### src/rtl/ula_pkg.sv
// Shared definitions for the multi-cycle ALU: opcodes, control states and
// the shift-amount width helper.
package ula_pkg;

   localparam logic [3:0] OP_AND  = 4'b0000;
   localparam logic [3:0] OP_OR   = 4'b0001;
   localparam logic [3:0] OP_ADD  = 4'b0010;
   localparam logic [3:0] OP_SUB  = 4'b0011;
   localparam logic [3:0] OP_SLT  = 4'b0100;
   localparam logic [3:0] OP_SLTU = 4'b0101;
   localparam logic [3:0] OP_NOR  = 4'b0110;
   localparam logic [3:0] OP_XOR  = 4'b0111;
   localparam logic [3:0] OP_SLL  = 4'b1000;
   localparam logic [3:0] OP_SRL  = 4'b1001;
   localparam logic [3:0] OP_SRA  = 4'b1010;
   localparam logic [3:0] OP_MUL  = 4'b1011;
   localparam logic [3:0] OP_DIVU = 4'b1100;
   localparam logic [3:0] OP_REMU = 4'b1101;

   typedef enum logic [1:0] {OCIOSO, MUL, DIV} estado_t;

   function automatic int larg_desloc(input int largura);
      return $clog2(largura);
   endfunction

endpackage

### src/rtl/ula_muldiv.sv
// Iterative datapath: shift-add multiply and restoring divide, one step per
// cycle, with a down-counter that flags the final step.
module ula_muldiv
   import ula_pkg::*;
#(
   parameter int LARGURA = 8
) (
   input  logic                   clock,
   input  logic                   reset_n,
   input  logic                   carregar,
   input  logic                   passo,
   input  logic [LARGURA-1:0]     op_a,
   input  logic [LARGURA-1:0]     op_b,
   output logic                   fim,
   output logic [2*LARGURA-1:0]   produto_prox,
   output logic [LARGURA-1:0]     quoc_prox,
   output logic [LARGURA-1:0]     resto_prox
);

   localparam int CW = larg_desloc(LARGURA);

   logic [2*LARGURA-1:0] acc;
   logic [2*LARGURA-1:0] mcand;
   logic [LARGURA-1:0]   mplier;
   logic [LARGURA-1:0]   quoc;
   logic [LARGURA-1:0]   resto;
   logic [LARGURA-1:0]   divisor;
   logic [CW-1:0]        cnt;
   logic [LARGURA:0]     parcial;
   logic [LARGURA:0]     dif;

   // Outputs are the values after the current step, so the top can capture
   // the final result on the same edge the last step executes.
   always_comb begin
      produto_prox = acc + (mplier[0] ? mcand : '0);
      parcial      = {resto, quoc[LARGURA-1]};
      dif          = parcial - {1'b0, divisor};
      if (!dif[LARGURA]) begin
         resto_prox = dif[LARGURA-1:0];
         quoc_prox  = {quoc[LARGURA-2:0], 1'b1};
      end else begin
         resto_prox = parcial[LARGURA-1:0];
         quoc_prox  = {quoc[LARGURA-2:0], 1'b0};
      end
   end

   assign fim = (cnt == '0);

   always_ff @(posedge clock or negedge reset_n) begin
      if (!reset_n) begin
         acc     <= '0;
         mcand   <= '0;
         mplier  <= '0;
         quoc    <= '0;
         resto   <= '0;
         divisor <= '0;
         cnt     <= '0;
      end else if (carregar) begin
         acc     <= '0;
         mcand   <= {{LARGURA{1'b0}}, op_a};
         mplier  <= op_b;
         quoc    <= op_a;
         resto   <= '0;
         divisor <= op_b;
         cnt     <= CW'(LARGURA - 1);
      end else if (passo) begin
         acc    <= produto_prox;
         mcand  <= {mcand[2*LARGURA-2:0], 1'b0};
         mplier <= {1'b0, mplier[LARGURA-1:1]};
         quoc   <= quoc_prox;
         resto  <= resto_prox;
         if (cnt != '0) begin
            cnt <= cnt - CW'(1);
         end
      end
   end

endmodule

### src/rtl/ula_multiciclo.sv
// Registered ALU with start/valid handshake; single-cycle ops finish at the
// accepting edge, mul/divu/remu take LARGURA further edges.
//
// state  | meaning
// OCIOSO | idle, accepts inicio; single-cycle ops complete here
// MUL    | shift-add multiply iterating
// DIV    | restoring divide iterating (divu or remu)
module ula_multiciclo
   import ula_pkg::*;
#(
   parameter int LARGURA = 8
) (
   input  logic               clock,
   input  logic               reset_n,
   input  logic               inicio,
   input  logic [3:0]         sinal_ula,
   input  logic [LARGURA-1:0] entrada1,
   input  logic [LARGURA-1:0] entrada2,
   output logic [LARGURA-1:0] saida_ula,
   output logic               valido,
   output logic               ocupado,
   output logic               zero,
   output logic               negativo,
   output logic               carry,
   output logic               overflow,
   output logic               div_zero
);

   localparam int SW = larg_desloc(LARGURA);

   estado_t estado, estado_prox;

   logic                   eh_resto;
   logic                   carregar, passo, fim, carrega_res;
   logic                   c_prox, v_prox, dz_prox, flags_ativos;
   logic [LARGURA-1:0]     res_prox;
   logic [SW-1:0]          desloc;
   logic [LARGURA:0]       soma, dif;
   logic [2*LARGURA-1:0]   produto_prox;
   logic [LARGURA-1:0]     quoc_prox, resto_prox;

   assign desloc  = entrada2[SW-1:0];
   assign soma    = {1'b0, entrada1} + {1'b0, entrada2};
   assign dif     = {1'b0, entrada1} - {1'b0, entrada2};
   assign ocupado = (estado != OCIOSO);

   ula_muldiv #(.LARGURA(LARGURA)) u_muldiv (
      .clock        (clock),
      .reset_n      (reset_n),
      .carregar     (carregar),
      .passo        (passo),
      .op_a         (entrada1),
      .op_b         (entrada2),
      .fim          (fim),
      .produto_prox (produto_prox),
      .quoc_prox    (quoc_prox),
      .resto_prox   (resto_prox)
   );

   always_comb begin
      estado_prox  = estado;
      carregar     = 1'b0;
      passo        = 1'b0;
      carrega_res  = 1'b0;
      res_prox     = '0;
      c_prox       = 1'b0;
      v_prox       = 1'b0;
      dz_prox      = 1'b0;
      flags_ativos = 1'b1;
      case (estado)
         OCIOSO: begin
            if (inicio) begin
               carrega_res = 1'b1;
               case (sinal_ula)
                  OP_AND:  res_prox = entrada1 & entrada2;
                  OP_OR:   res_prox = entrada1 | entrada2;
                  OP_ADD: begin
                     res_prox = soma[LARGURA-1:0];
                     c_prox   = soma[LARGURA];
                     v_prox   = (entrada1[LARGURA-1] == entrada2[LARGURA-1]) &&
                                (soma[LARGURA-1] != entrada1[LARGURA-1]);
                  end
                  OP_SUB: begin
                     res_prox = dif[LARGURA-1:0];
                     c_prox   = dif[LARGURA];
                     v_prox   = (entrada1[LARGURA-1] != entrada2[LARGURA-1]) &&
                                (dif[LARGURA-1] != entrada1[LARGURA-1]);
                  end
                  OP_SLT:  res_prox = {{(LARGURA-1){1'b0}}, $signed(entrada1) < $signed(entrada2)};
                  OP_SLTU: res_prox = {{(LARGURA-1){1'b0}}, entrada1 < entrada2};
                  OP_NOR:  res_prox = ~(entrada1 | entrada2);
                  OP_XOR:  res_prox = entrada1 ^ entrada2;
                  OP_SLL:  res_prox = entrada1 << desloc;
                  OP_SRL:  res_prox = entrada1 >> desloc;
                  OP_SRA:  res_prox = $signed(entrada1) >>> desloc;
                  OP_MUL: begin
                     carrega_res = 1'b0;
                     carregar    = 1'b1;
                     estado_prox = MUL;
                  end
                  OP_DIVU, OP_REMU: begin
                     // Zero divisor resolves immediately instead of iterating.
                     if (entrada2 == '0) begin
                        res_prox = (sinal_ula == OP_DIVU) ? '1 : entrada1;
                        dz_prox  = 1'b1;
                     end else begin
                        carrega_res = 1'b0;
                        carregar    = 1'b1;
                        estado_prox = DIV;
                     end
                  end
                  default: flags_ativos = 1'b0;
               endcase
            end
         end
         MUL: begin
            passo = 1'b1;
            if (fim) begin
               estado_prox = OCIOSO;
               carrega_res = 1'b1;
               res_prox    = produto_prox[LARGURA-1:0];
               c_prox      = |produto_prox[2*LARGURA-1:LARGURA];
            end
         end
         DIV: begin
            passo = 1'b1;
            if (fim) begin
               estado_prox = OCIOSO;
               carrega_res = 1'b1;
               res_prox    = eh_resto ? resto_prox : quoc_prox;
            end
         end
         default: estado_prox = OCIOSO;
      endcase
   end

   always_ff @(posedge clock or negedge reset_n) begin
      if (!reset_n) begin
         estado    <= OCIOSO;
         eh_resto  <= 1'b0;
         saida_ula <= '0;
         valido    <= 1'b0;
         zero      <= 1'b0;
         negativo  <= 1'b0;
         carry     <= 1'b0;
         overflow  <= 1'b0;
         div_zero  <= 1'b0;
      end else begin
         estado <= estado_prox;
         valido <= carrega_res;
         if (carregar) begin
            eh_resto <= (sinal_ula == OP_REMU);
         end
         if (carrega_res) begin
            saida_ula <= res_prox;
            zero      <= flags_ativos && (res_prox == '0);
            negativo  <= flags_ativos && res_prox[LARGURA-1];
            carry     <= c_prox;
            overflow  <= v_prox;
            div_zero  <= dz_prox;
         end
      end
   end

endmodule

### config.mk
export PLATFORM = sky130hd
export DESIGN_NAME = ula_multiciclo
export DESIGN_NICKNAME = d
export VERILOG_FILES = /design/src/rtl/ula_pkg.sv /design/src/rtl/ula_muldiv.sv /design/src/rtl/ula_multiciclo.sv
export SDC_FILE = /design/constraint.sdc
export NUM_CORES = 1
export LEC_CHECK = 0
export BUFFER_PORTS_ARGS = -buffer_cell sky130_fd_sc_hd__buf_2
export CORE_ASPECT_RATIO = 0.7
export CORE_MARGIN = 10
export CORE_UTILIZATION = 45
export DETAILED_ROUTE_END_ITERATION = 10
export GPL_TIMING_DRIVEN = 0
export PLACE_DENSITY = 0.67
export SKIP_LAST_GASP = 1
export SLEW_MARGIN = 40
export SYNTH_ARGS = -nofsm -noshare
export SYNTH_HDL_FRONTEND = slang
export SYNTH_SLANG_ARGS = --single-unit
### constraint.sdc
create_clock -name clock -period 3.4 [get_ports clock]
set_input_delay 0.51 -clock clock [delete_from_list [all_inputs] [get_ports clock]]
set_output_delay 0.51 -clock clock [all_outputs]
set_load 0.02 [all_outputs]
==> impl_metrics.py <==
metrics = {
    "worst_setup_path": {
        "r2r_slack_ps": 50,
        "r2r_cells": 13,
        "start_kind": "input port",
        "r2r_start": "u_muldiv.mplier[0]",
        "arrival_ps": 3620,
        "critPathKind": "input port to register",
        "cp_max_fo": 6,
        "cp_data_required_time_ps": 3670,
        "slowest_delay_ps": 510,
        "r2r-end": "zero",
        "end_kind": "register",
        "path_cells": "buf_2 -> inv_1 -> ha_1 -> fa_2 -> or2_1 -> a211o_1 -> mux2i_1 -> nand2b_1 -> a31oi_1 -> a2111oi_2 -> o21ai_1 -> or4_4 -> o31ai_2",
        "crit_slowest_cell": "or4_4",
    },
    "global_route": {
        "track_usage": 0.215,
        "grt_pass1_vias": 6366,
        "grt-ovfl-total": 0,
        "grt_util_met3": 0.101,
        "grt_use_met1": 0.330,
        "use_met2": 0.265,
        "grt_max_degree": 60,
        "antenna_found_initial": 0,
        "grt_busiest_layer": "met1",
        "grt_pass1_wl_mm": 36.6,
    },
    "final_layout": {
        "drive_gt1_frac": 0.139,
        "syn2layout_area_growth_pct": 13.9,
        "nNetsFinal": 979,
        "diodes": 0,
        "utilization": 0.524,
    },
    "timing": {
        "slew_headroom": 0.448,
        "setup_tns_ps": 0,
        "worst_pin_slew_ps": 826,
        "whs_ps": 11.4,
        "fin_crit_ps": 3350,
        "timing.fmax_mhz": 298,
        "period_share": 0.986,
        "slew_violations": 0,
        "fin_skew_ps": 15.2,
        "finalSetupViolations": 0,
        "timing.final.hold_violations": 0,
        "rsz0062_at_grt": "true",
    },
    "drt": {
        "drtAntennaViolNets": 0,
        "firstDrtPassIters": 5,
        "routed-via-count": 6709,
        "wl_mm": 23.1,
        "wire_per_inst_um": 21.0,
        "drt_iter0_drc": 853,
        "drc_errors": 0,
        "via_per_inst": 6.09,
    },
    "outcome": {
        "status": "completed",
    },
    "floorplanning": {
        "core_um2": 15500,
        "die_y_um": 125,
        "ios": 38,
        "die_area_um2": 21400,
        "rows": 38,
        "die_w_um": 171,
        "initial_core_util": 0.460,
    },
    "run": {
        "maxCapViolCount": 0,
    },
    "clocking": {
        "clk_pin_slew_ps": 70,
        "cts.sinks": 84,
        "htree_levels": 3,
        "numCtsBuffers": 9,
        "insertion_delay_ps": 350,
        "root_buffer": "clkbuf_16",
        "postCtsHoldBufs": 0,
        "clockBufferDepth": 2,
        "cts_tree": "built",
    },
    "synth": {
        "syn_nets": 928,
        "yosys-top-cells-area": "dfrtp_1 29%, ha_1 9.8%, mux2i_1 8.7%, nor2_1 4.4%, nand2_1 4.1%",
        "yosys-top-cells-count": "84 x dfrtp_1, 84 x nor2_1, 79 x nand2_1, 62 x mux2i_1, 59 x a21oi_1",
        "ys_warn_count": 0,
        "synth_top_area_frac": 0.294,
        "ys.flop_type": "dfrtp_1",
        "yosysTopAreaCell": "dfrtp_1",
        "synthArstFlopShare": 1.00,
        "postSynthCellCount": 845,
        "seq_area_frac_synth": 0.294,
        "netlist_area_um2": 7150,
        "ys_ff_latch": 84,
        "avgSynthCellArea_um2": 8.46,
        "yosysUniqueCellTypes": 82,
        "synth_edf_count": 0,
    },
    "pwr": {
        "leakage_nw": 3.64,
        "power_density_nw_per_um2": 916,
        "ir_drop_uv": 438,
        "total_power_mw": 7.47,
    },
    "placed_design": {
        "io_buffers": 35,
        "routabilityCongestion": 0.997,
        "place_hpwl_mm": 17.9,
    },
    "worst_hold_path": {
        "worstHoldPathType": "input port to asynchronous set/reset pin",
    },
}
flip-flops by register name (all words and copies together) (netlist names):
name              cells
carry                 1
div_zero              1
eh_resto              1
estado                2
negativo              1
overflow              1
saida_ula             8
u_muldiv.acc         16
u_muldiv.cnt          3
u_muldiv.divisor      8
u_muldiv.mcand       16
u_muldiv.mplier       8
u_muldiv.quoc         8
u_muldiv.resto        8
valido                1
zero                  1
worst max-delay path by stage:
stage	start	end	slack [ps]	cells past startpoint
3_5_place_dp	entrada2[2]	zero	-640	15
5_1_grt	u_muldiv.mplier[0]	zero	-40	13
2_1_floorplan	entrada2[2]	zero	60	14
4_1_cts	u_muldiv.mplier[0]	zero	1	13
3_3_place_gp	entrada2[2]	zero	-620	15
6_report	entrada1[0]	zero	50	13
power breakdown:
| group | leakage [nW] | switching [mW] | internal (mW) |
|---|---|---|---|
| clock network | 0.138 | 0.452 | 0.528 |
| logic | 2.45 | 2.78 | 1.91 |
| registers | 1.05 | 0.337 | 1.46 |
| total | 3.64 | 3.57 | 3.90 |
layout by cell type (no fill, tap or decap), types with 4 or more instances in the layout:
cell       instances
nor2_1            83
dfrtp_1           83
nand2_1           79
mux2i_1           59
a21oi_1           57
ha_1              55
inv_1             42
buf_2             42
o21ai_0           36
clkbuf_1          23
nor3_1            21
and2_1            18
nand3_1           17
a211oi_1          17
xnor2_1           16
nor2b_1           13
xor2_1            11
o211ai_1          11
nand2b_1          11
buf_4             10
a21o_1            10
a31oi_1           10
clkbuf_16          9
a221oi_1           8
o21a_1             7
o31ai_1            7
and3_1             7
nand4_1            6
o22ai_1            6
o21ai_1            4
o21bai_1           4
nand3b_1           4
mux2_2             4
critical path, delay by kind of cell:
kind                     cells  cell delay, ps
AO/OA/AOI/OAI                5             980
multiplexers                 1             220
buffers and inverters        2             310
adder cells (fa/ha/maj)      2             620
AND/OR/NAND/NOR              3             980
layer usage:
layer / share of wire / vias to the layer above
li1: - / 3151
met1: 0.49 / 3205
met2: 0.37 / 335
met3: 0.14 / 18
met4: 0.0066 / 0
met5: 0 / -
timing repair:
item	4_1_cts	5_1_grt
gates resized for setup	22	22
pin swaps	4	11
setup endpoints to repair	5	5
setup buffers	3	4
kinds of logic after synthesis:
group / share of synthesized area
and+or+nand+nor: 0.195
AOI/OAI and AO/OA: 0.210
buffers and inverters: 0.0525
DFF: 0.294
muxes: 0.104
adders and majority gates: 0.109
xor gates and xnor gates: 0.0355
final cells by class:
cell class	instances	area (µm²)
Inverter	44	165
Multi-Input combinational cell	672	4850
Tap cell	200	250
Fill cell	1452	7400
Sequential cell	84	2100
Timing Repair Buffer	43	262
Buffer	42	224
Clock inverter	6	57.6
Clock buffer	10	239
metrics by stage:
stage	cell area, µm²	setup WS [ps]	instances
floorplan	7150	55.6	845
detailed placement	7620	-639	1081
global route	8150	-41.0	1101
finish	8150	46.8	1101
CTS	8010	1.13	1099
global placement	7580	-615	1080
No activity file was read; power rests on OpenSTA's default activity.
